File: src/rtl/spi_pkg.sv
`default_nettype none
// ============================================================================
// Module   : spi_pkg
// Purpose  : Shared definitions for the SPI slave responder: SPI mode
//            encodings, the responder state type, the default word width and
//            the edge-selection helpers used to turn CPOL/CPHA into
//            sample/shift strobes.
// Ports    : none (package)
// Revision : 1.0 - initial release
// ============================================================================
package spi_pkg;

    localparam int c_WORD_W = 16;

    // SelectMode encodings: [1] = CPOL, [0] = CPHA
    localparam logic [1:0] c_MODE0 = 2'b00;
    localparam logic [1:0] c_MODE1 = 2'b01;
    localparam logic [1:0] c_MODE2 = 2'b10;
    localparam logic [1:0] c_MODE3 = 2'b11;

    typedef enum logic [0:0] {
        IDLE   = 1'b0,
        ACTIVE = 1'b1
    } state_e;

    // Leading edge is the transition away from the idle level:
    // rising for CPOL=0, falling for CPOL=1. Passing ~cpol gives the
    // trailing edge.
    function automatic logic lead_edge(input logic cpol, input logic rise, input logic fall);
        return cpol ? fall : rise;
    endfunction

    // CPHA=0 samples on the leading edge; CPHA=1 on the trailing edge.
    function automatic logic sample_is_lead(input logic cpha);
        return ~cpha;
    endfunction

endpackage : spi_pkg
`default_nettype wire

File: src/rtl/spi_sync_edge.sv
`default_nettype none
// ============================================================================
// Module   : spi_sync_edge
// Purpose  : Two-flop synchroniser for an asynchronous input plus a history
//            flop that yields single-cycle rise/fall pulses on clk.
// Ports    : clk      - system clock
//            RST      - synchronous active-high reset
//            d_i      - asynchronous input
//            q_o      - synchronised level
//            rise_o   - one-cycle pulse on a synchronised 0->1 transition
//            fall_o   - one-cycle pulse on a synchronised 1->0 transition
// Revision : 1.0 - initial release
// ============================================================================
module spi_sync_edge #(
    parameter logic RST_VAL = 1'b0
) (
    input  logic clk,
    input  logic RST,
    input  logic d_i,
    output logic q_o,
    output logic rise_o,
    output logic fall_o
);

    logic r_meta_q;
    logic r_sync_q;
    logic r_hist_q;

    // Reset to the idle level of the line so leaving reset does not fake an edge
    always_ff @(posedge clk) begin
        if (RST) begin
            r_meta_q <= RST_VAL;
            r_sync_q <= RST_VAL;
            r_hist_q <= RST_VAL;
        end else begin
            r_meta_q <= d_i;
            r_sync_q <= r_meta_q;
            r_hist_q <= r_sync_q;
        end
    end

    assign q_o    = r_sync_q;
    assign rise_o = r_sync_q & ~r_hist_q;
    assign fall_o = ~r_sync_q & r_hist_q;

endmodule : spi_sync_edge
`default_nettype wire

File: src/rtl/spi_slave_responder.sv
`default_nettype none
// ============================================================================
// Module   : spi_slave_responder
// Purpose  : SPI slave endpoint. Oversamples SCK/SS_n/MOSI on clk, collects
//            each WORD_W-bit frame as a read address, issues a one-cycle read
//            to a local memory port and returns the fetched word on MISO
//            during the following frame (ERR_WORD if it was not in time).
// Ports    : clk, RST            - system clock, sync active-high reset
//            SCK, SS_n, MOSI     - SPI inputs from the master (asynchronous)
//            SelectMode[1:0]     - {CPOL, CPHA}, static while selected
//            MISO, MISO_oe       - serial data out and its output enable
//            rd_req, rd_addr     - one-cycle read strobe and address
//            rd_data, rd_valid   - read return data and one-cycle valid
//            frame_done          - one-cycle pulse after the last sample edge
//            busy                - high while selected (ACTIVE)
// Revision : 1.0 - initial release
// ============================================================================
module spi_slave_responder
    import spi_pkg::*;
#(
    parameter int                WORD_W   = c_WORD_W,
    parameter int                ADDR_W   = 10,
    parameter logic [WORD_W-1:0] ERR_WORD = {WORD_W{1'b1}}
) (
    input  logic              clk,
    input  logic              RST,
    input  logic              SCK,
    input  logic              SS_n,
    input  logic              MOSI,
    input  logic [1:0]        SelectMode,
    output logic              MISO,
    output logic              MISO_oe,
    output logic              rd_req,
    output logic [ADDR_W-1:0] rd_addr,
    input  logic [WORD_W-1:0] rd_data,
    input  logic              rd_valid,
    output logic              frame_done,
    output logic              busy
);

    localparam int                 c_CNT_W    = $clog2(WORD_W);
    localparam logic [c_CNT_W-1:0] c_LAST_BIT = c_CNT_W'(WORD_W - 1);

    // ------------------------------------------------------------------
    // Input synchronisation
    // ------------------------------------------------------------------
    logic w_sck_lvl, w_sck_rise, w_sck_fall;
    logic w_ss_lvl,  w_ss_rise,  w_ss_fall;
    logic w_mosi_s,  w_mosi_rise, w_mosi_fall;

    spi_sync_edge #(.RST_VAL(1'b0)) u_sync_sck (
        .clk    (clk),
        .RST    (RST),
        .d_i    (SCK),
        .q_o    (w_sck_lvl),
        .rise_o (w_sck_rise),
        .fall_o (w_sck_fall)
    );

    spi_sync_edge #(.RST_VAL(1'b1)) u_sync_ss (
        .clk    (clk),
        .RST    (RST),
        .d_i    (SS_n),
        .q_o    (w_ss_lvl),
        .rise_o (w_ss_rise),
        .fall_o (w_ss_fall)
    );

    spi_sync_edge #(.RST_VAL(1'b0)) u_sync_mosi (
        .clk    (clk),
        .RST    (RST),
        .d_i    (MOSI),
        .q_o    (w_mosi_s),
        .rise_o (w_mosi_rise),
        .fall_o (w_mosi_fall)
    );

    // ------------------------------------------------------------------
    // Edge decode
    // ------------------------------------------------------------------
    logic w_cpol, w_cpha;
    logic w_lead, w_trail, w_sample, w_shift;

    assign w_cpol   = SelectMode[1];
    assign w_cpha   = SelectMode[0];
    assign w_lead   = lead_edge(w_cpol,  w_sck_rise, w_sck_fall);
    assign w_trail  = lead_edge(~w_cpol, w_sck_rise, w_sck_fall);
    assign w_sample = sample_is_lead(w_cpha) ? w_lead  : w_trail;
    assign w_shift  = sample_is_lead(w_cpha) ? w_trail : w_lead;

    // ------------------------------------------------------------------
    // State machine: register / next-state / outputs
    // ------------------------------------------------------------------
    state_e state_q, state_d;

    always_ff @(posedge clk) begin
        if (RST) begin
            state_q <= IDLE;
        end else begin
            state_q <= state_d;
        end
    end

    always_comb begin
        state_d = state_q;
        case (state_q)
            IDLE:    if (w_ss_fall) state_d = ACTIVE;
            ACTIVE:  if (w_ss_rise) state_d = IDLE;
            default: state_d = IDLE;
        endcase
    end

    logic [WORD_W-1:0] tx_shift_q, tx_shift_d;

    always_comb begin
        MISO    = 1'b0;
        MISO_oe = 1'b0;
        busy    = 1'b0;
        if (state_q == ACTIVE) begin
            MISO    = tx_shift_q[WORD_W-1];
            MISO_oe = 1'b1;
            busy    = 1'b1;
        end
    end

    // ------------------------------------------------------------------
    // Datapath
    // ------------------------------------------------------------------
    logic [c_CNT_W-1:0] bit_cnt_q, bit_cnt_d;
    logic [WORD_W-2:0]  rx_shift_q, rx_shift_d;
    logic [WORD_W-1:0]  tx_next_q, tx_next_d;
    logic               pend_q, pend_d;      // a read is outstanding
    logic               hold_q, hold_d;      // CPHA=1: first leading edge presents bit MSB
    logic               reload_q, reload_d;  // frame wrapped: next shift edge reloads tx_shift
    logic               rd_req_q, rd_req_d;
    logic [ADDR_W-1:0]  rd_addr_q, rd_addr_d;
    logic               frame_done_q, frame_done_d;

    logic [WORD_W-1:0]  w_rx_word;
    logic               w_enter, w_leave, w_active;
    logic               w_load;

    assign w_rx_word = {rx_shift_q, w_mosi_s};
    assign w_enter   = (state_q == IDLE)   && w_ss_fall;
    assign w_leave   = (state_q == ACTIVE) && w_ss_rise;
    // A sample edge coinciding with deselect is dropped: leaving has priority
    assign w_active  = (state_q == ACTIVE) && !w_ss_rise;

    always_comb begin
        bit_cnt_d    = bit_cnt_q;
        rx_shift_d   = rx_shift_q;
        tx_shift_d   = tx_shift_q;
        tx_next_d    = tx_next_q;
        pend_d       = pend_q;
        hold_d       = hold_q;
        reload_d     = reload_q;
        rd_req_d     = 1'b0;
        rd_addr_d    = rd_addr_q;
        frame_done_d = 1'b0;
        w_load       = 1'b0;

        if (w_enter) begin
            tx_shift_d = tx_next_q;
            w_load     = 1'b1;
            bit_cnt_d  = '0;
            hold_d     = w_cpha;
            reload_d   = 1'b0;
        end else if (w_leave) begin
            // Partial frame is abandoned; tx_next survives for the next select
            bit_cnt_d  = '0;
            hold_d     = 1'b0;
            reload_d   = 1'b0;
        end else if (w_active) begin
            if (w_sample) begin
                rx_shift_d = w_rx_word[WORD_W-2:0];
                if (bit_cnt_q == c_LAST_BIT) begin
                    bit_cnt_d    = '0;
                    frame_done_d = 1'b1;
                    rd_req_d     = 1'b1;
                    rd_addr_d    = w_rx_word[ADDR_W-1:0];
                    reload_d     = 1'b1;
                end else begin
                    bit_cnt_d = bit_cnt_q + 1'b1;
                end
            end
            if (w_shift) begin
                if (reload_q) begin
                    tx_shift_d = tx_next_q;
                    w_load     = 1'b1;
                    reload_d   = 1'b0;
                end else if (hold_q) begin
                    hold_d = 1'b0;
                end else begin
                    tx_shift_d = {tx_shift_q[WORD_W-2:0], 1'b0};
                end
            end
        end

        // Once tx_shift has taken its word for the frame, any answer still
        // in flight is too late: retire the request so that answer is ignored.
        if (w_load) begin
            tx_next_d = ERR_WORD;
            pend_d    = 1'b0;
        end else if (rd_valid && pend_q) begin
            tx_next_d = rd_data;
            pend_d    = 1'b0;
        end

        if (rd_req_d) begin
            pend_d = 1'b1;
        end
    end

    always_ff @(posedge clk) begin
        if (RST) begin
            bit_cnt_q    <= '0;
            rx_shift_q   <= '0;
            tx_shift_q   <= ERR_WORD;
            tx_next_q    <= ERR_WORD;
            pend_q       <= 1'b0;
            hold_q       <= 1'b0;
            reload_q     <= 1'b0;
            rd_req_q     <= 1'b0;
            rd_addr_q    <= '0;
            frame_done_q <= 1'b0;
        end else begin
            bit_cnt_q    <= bit_cnt_d;
            rx_shift_q   <= rx_shift_d;
            tx_shift_q   <= tx_shift_d;
            tx_next_q    <= tx_next_d;
            pend_q       <= pend_d;
            hold_q       <= hold_d;
            reload_q     <= reload_d;
            rd_req_q     <= rd_req_d;
            rd_addr_q    <= rd_addr_d;
            frame_done_q <= frame_done_d;
        end
    end

    assign rd_req     = rd_req_q;
    assign rd_addr    = rd_addr_q;
    assign frame_done = frame_done_q;

    // Synchroniser outputs and upper received bits that carry no function here
    logic w_unused;
    assign w_unused = ^{w_rx_word[WORD_W-1:ADDR_W], w_mosi_rise, w_mosi_fall,
                        w_sck_lvl, w_ss_lvl};

endmodule : spi_slave_responder
`default_nettype wire

File: config.mk
export PLATFORM = sky130hd
export DESIGN_NAME = spi_slave_responder
export DESIGN_NICKNAME = d
export VERILOG_FILES = /design/src/rtl/spi_pkg.sv /design/src/rtl/spi_sync_edge.sv /design/src/rtl/spi_slave_responder.sv
export SDC_FILE = /design/constraint.sdc
export NUM_CORES = 1
export LEC_CHECK = 0
export ABC_AREA = 0
export ABC_CLOCK_PERIOD_IN_PS = 2900
export CORE_AREA = 2 2 75 77
export CTS_BUF_LIST = sky130_fd_sc_hd__clkbuf_4 sky130_fd_sc_hd__clkbuf_8 sky130_fd_sc_hd__clkbuf_16
export CTS_CLUSTER_SIZE = 20
export DETAILED_ROUTE_END_ITERATION = 8
export DIE_AREA = 0 0 77 79
export PLACE_DENSITY_LB_ADDON = 0.05
export SETUP_SLACK_MARGIN = 0.05
export SYNTH_ARGS = -nofsm -noshare
export SYNTH_HDL_FRONTEND = slang
export SYNTH_SLANG_ARGS = --single-unit
File: constraint.sdc
create_clock -name clk -period 2.9 [get_ports clk]
set_input_delay 0.725 -clock clk [delete_from_list [all_inputs] [get_ports clk]]
set_output_delay 0.725 -clock clk [all_outputs]
set_load 0.02 [all_outputs]
==> reports/metrics.yaml <==
power_and_ir_drop:
  p_leak_nw: 1.60
  p_per_area_mw_per_mm2: 510
  ir_drop_v: 0.000314
placed_design:
  gp_congestion: 0.783
  post-dp-hpwl_um: 3970
  place_area_mm2: 0.00342
  place_ws_ns: 0.0505
  port_buffers: 38
clocking:
  clock_path_buffers: 2
  h-tree-depth: 3
  clk_pin_slew_ns: 0.06
  root_buffer: "clkbuf_8"
  cts-resized-gates: 0
  tritoncts: "built"
  cts_setup_buffers: 0
  cts.sinks: 68
  clk_latency_ns: 0.34
  numCtsBuffers: 9
  ctsHoldBuffers: 0
synthesis:
  syn_area_mm2: 0.00299
  syn-num-nets: 368
  synth_top_area_frac: 0.456
  ys_ff_latch: 68
  dominantRegCellSynth: "dfxtp_1"
  ys_types: 38
  ys_seq_area_frac: 0.456
  yosysTopAreaCell: "dfxtp_1"
  syn_inst: 343
  synth_edf_count: 0
  synth.area.top_cells: "dfxtp_1, mux2i_1, nand2_1"
  ys_warn_count: 0
  syn_area_per_cell_um2: 8.71
  synth-async-reset-ratio: 0
floorplan:
  die_w_um: 77
  initial_core_util: 0.560
  core_area_mm2: 0.00534
  rows: 27
  dieArea_mm2: 0.00608
  io_pins: 39
  die_h_um: 79
setup_path:
  worstPathRequired_ns: 3.16
  cp_data_arrival_time_ns: 2.76
  critPathKind: "input port to register"
  cp_cell_sequence: "clkdlybuf4s50_1, xor2_1, mux2i_1, nor3_2, buf_4, mux2i_1"
  r2r-start: "state_q$_SDFF_PP0_"
  cpMostUsedCell: "mux2i_1"
  startpoint: "SelectMode[1]"
  slowest_delay_ns: 0.64
  start_kind: "input port"
  critPathMaxFanout: 8
  slowest_stage: "nor3_2"
  cp-end-kind: "register"
global_route:
  grt_max_degree: 41
  overflow: 0
  grt_pass1_wl_um: 10300
  grt_pass1_vias: 2208
  grt_usage: 0.210
  antenna_found_initial: 0
timing:
  drv_slew: 0
  setup_viol: 0
  rsz0062_at_grt: "no"
  hold_viol: 0
  tns_ns: 0
  final.min_clock_period_ns: 2.50
  fmax_mhz: 400
  fin_ws_ns: 0.400
  slew_headroom: 0.486
  worstMarginPinSlew_ns: 0.767
  hold_slack_ns: 0.408
  skew_ns: 0.0107
  period_share: 0.862
finish:
  post-route-cell-area_mm2: 0.00362
  final_common_cell: "dfxtp_1"
  diodes: 0
  final_cell_mix: "dfxtp_1, nand2_1, clkdlybuf4s50_1"
  drive_gt1_frac: 0.115
  multiInputGateArea_mm2: 0.00144
  nets: 401
  nFillCells: 488
  ff_latch_area_mm2: 0.00136
  syn_to_final_growth_pct: 21.0
route:
  drt-total-wl_um: 5820
  first_pass_iters: 4
  wire_per_inst_um: 12.8
  drc: 0
  dr_total_vias: 2408
  ant_nets: 0
  vias_per_cell: 5.32
  drtIter0Drc: 109
flow_run:
  max_cap_viol_count: 0
min_path:
  min_path_type: "register to register"
  holdCritStartpoint: "u_sync_ss.r_meta_q$_SDFF_PP1_"
outcome:
  status: "finished clean"
==> flip-flops by register name (all words and copies together) (netlist names) <==
register / flops
bit_cnt_q: 4
frame_done: 1
hold_q: 1
pend_q: 1
rd_addr: 10
reload_q: 1
rx_shift_q: 9
state_q: 1
tx_next_q: 16
tx_shift_q: 16
u_sync_mosi.q_o: 1
u_sync_mosi.r_meta_q: 1
u_sync_sck.q_o: 1
u_sync_sck.r_hist_q: 1
u_sync_sck.r_meta_q: 1
u_sync_ss.q_o: 1
u_sync_ss.r_hist_q: 1
u_sync_ss.r_meta_q: 1
==> report_power, final <==
| group | total, mW | internal (mW) | switching, mW | leakage (nW) |
|---|---|---|---|---|
| Sequential | 0.951 | 0.944 | 0.00695 | 0.551 |
| Clock | 0.751 | 0.412 | 0.339 | 0.0999 |
| Combinational | 0.144 | 0.0705 | 0.0731 | 0.946 |
| Total | 1.85 | 1.43 | 0.419 | 1.60 |
==> metrics by stage <==
step,power [mW],instances,util
2_1_floorplan,1.06,343,-
3_3_place_gp,1.12,437,0.642
3_5_place_dp,1.12,437,0.642
4_1_cts,1.87,453,0.677
5_1_grt,1.92,453,0.677
6_report,1.85,453,0.677
==> synth_stat cells, types with 2 or more instances <==
master and n:
nor2b_1 8, nand3_1 30, buf_4 3, buf_6 2
nand2b_1 6, o21ai_0 26, o31ai_1 2, or2_2 5
nor3b_1 2, a21oi_1 14, and2_1 3, o311ai_0 4
nand2_1 58, mux2_2 3, dfxtp_1 68, nor2_1 13
mux2i_1 26, o311a_1 13, clkbuf_1 23, inv_1 16
==> layout make-up <==
type | instances | area share
sequential | 68 | 0.376
clock inverter | 5 | 0.0145
clock buffer | 11 | 0.0384
multi-input combinational | 230 | 0.397
inverter | 16 | 0.0166
timing repair buffer | 51 | 0.132
tap | 72 | 0.0249
==> final timing paths <==
path                               to  slack [ns]  cells past startpoint
max reg2reg   rd_addr[1]$_SDFFE_PP0P_        0.73                      4
max           rd_addr[1]$_SDFFE_PP0P_        0.40                      6
min reg2reg  u_sync_ss.q_o$_SDFF_PP1_        0.41                      1
min          u_sync_ss.q_o$_SDFF_PP1_        0.41                      1
==> cell families after synthesis <==
group / Yosys count / share of synthesized area
multiplexers: 30 / 0.103
flip-flops: 68 / 0.456
AND/OR/NAND/NOR: 132 / 0.208
adder cells (fa/ha/maj): 1 / 0.00419
XOR/XNOR: 2 / 0.00838
buffers and inverters: 45 / 0.0657
AO/OA/AOI/OAI: 65 / 0.155
==> metal layers <==
| layer | routed length, um | up-vias | share of wire | GRT usage |
|---|---|---|---|---|
| li1 | - | 1246 | - | - |
| met1 | 3010 | 1106 | 0.52 | 0.295 |
| met2 | 2510 | 45 | 0.43 | 0.317 |
| met3 | 195 | 11 | 0.033 | 0.0352 |
| met4 | 109 | 0 | 0.019 | 0.0964 |
| met5 | 0 | - | 0 | 0 |
==> worst max-delay path: cells and delay by family <==
kind	cells	cell delay [ns]
mux	2	0.33
simple gates	1	0.64
xor+xnor	1	0.27
buf+inv	2	0.80
(Power assumes the default switching activity.)
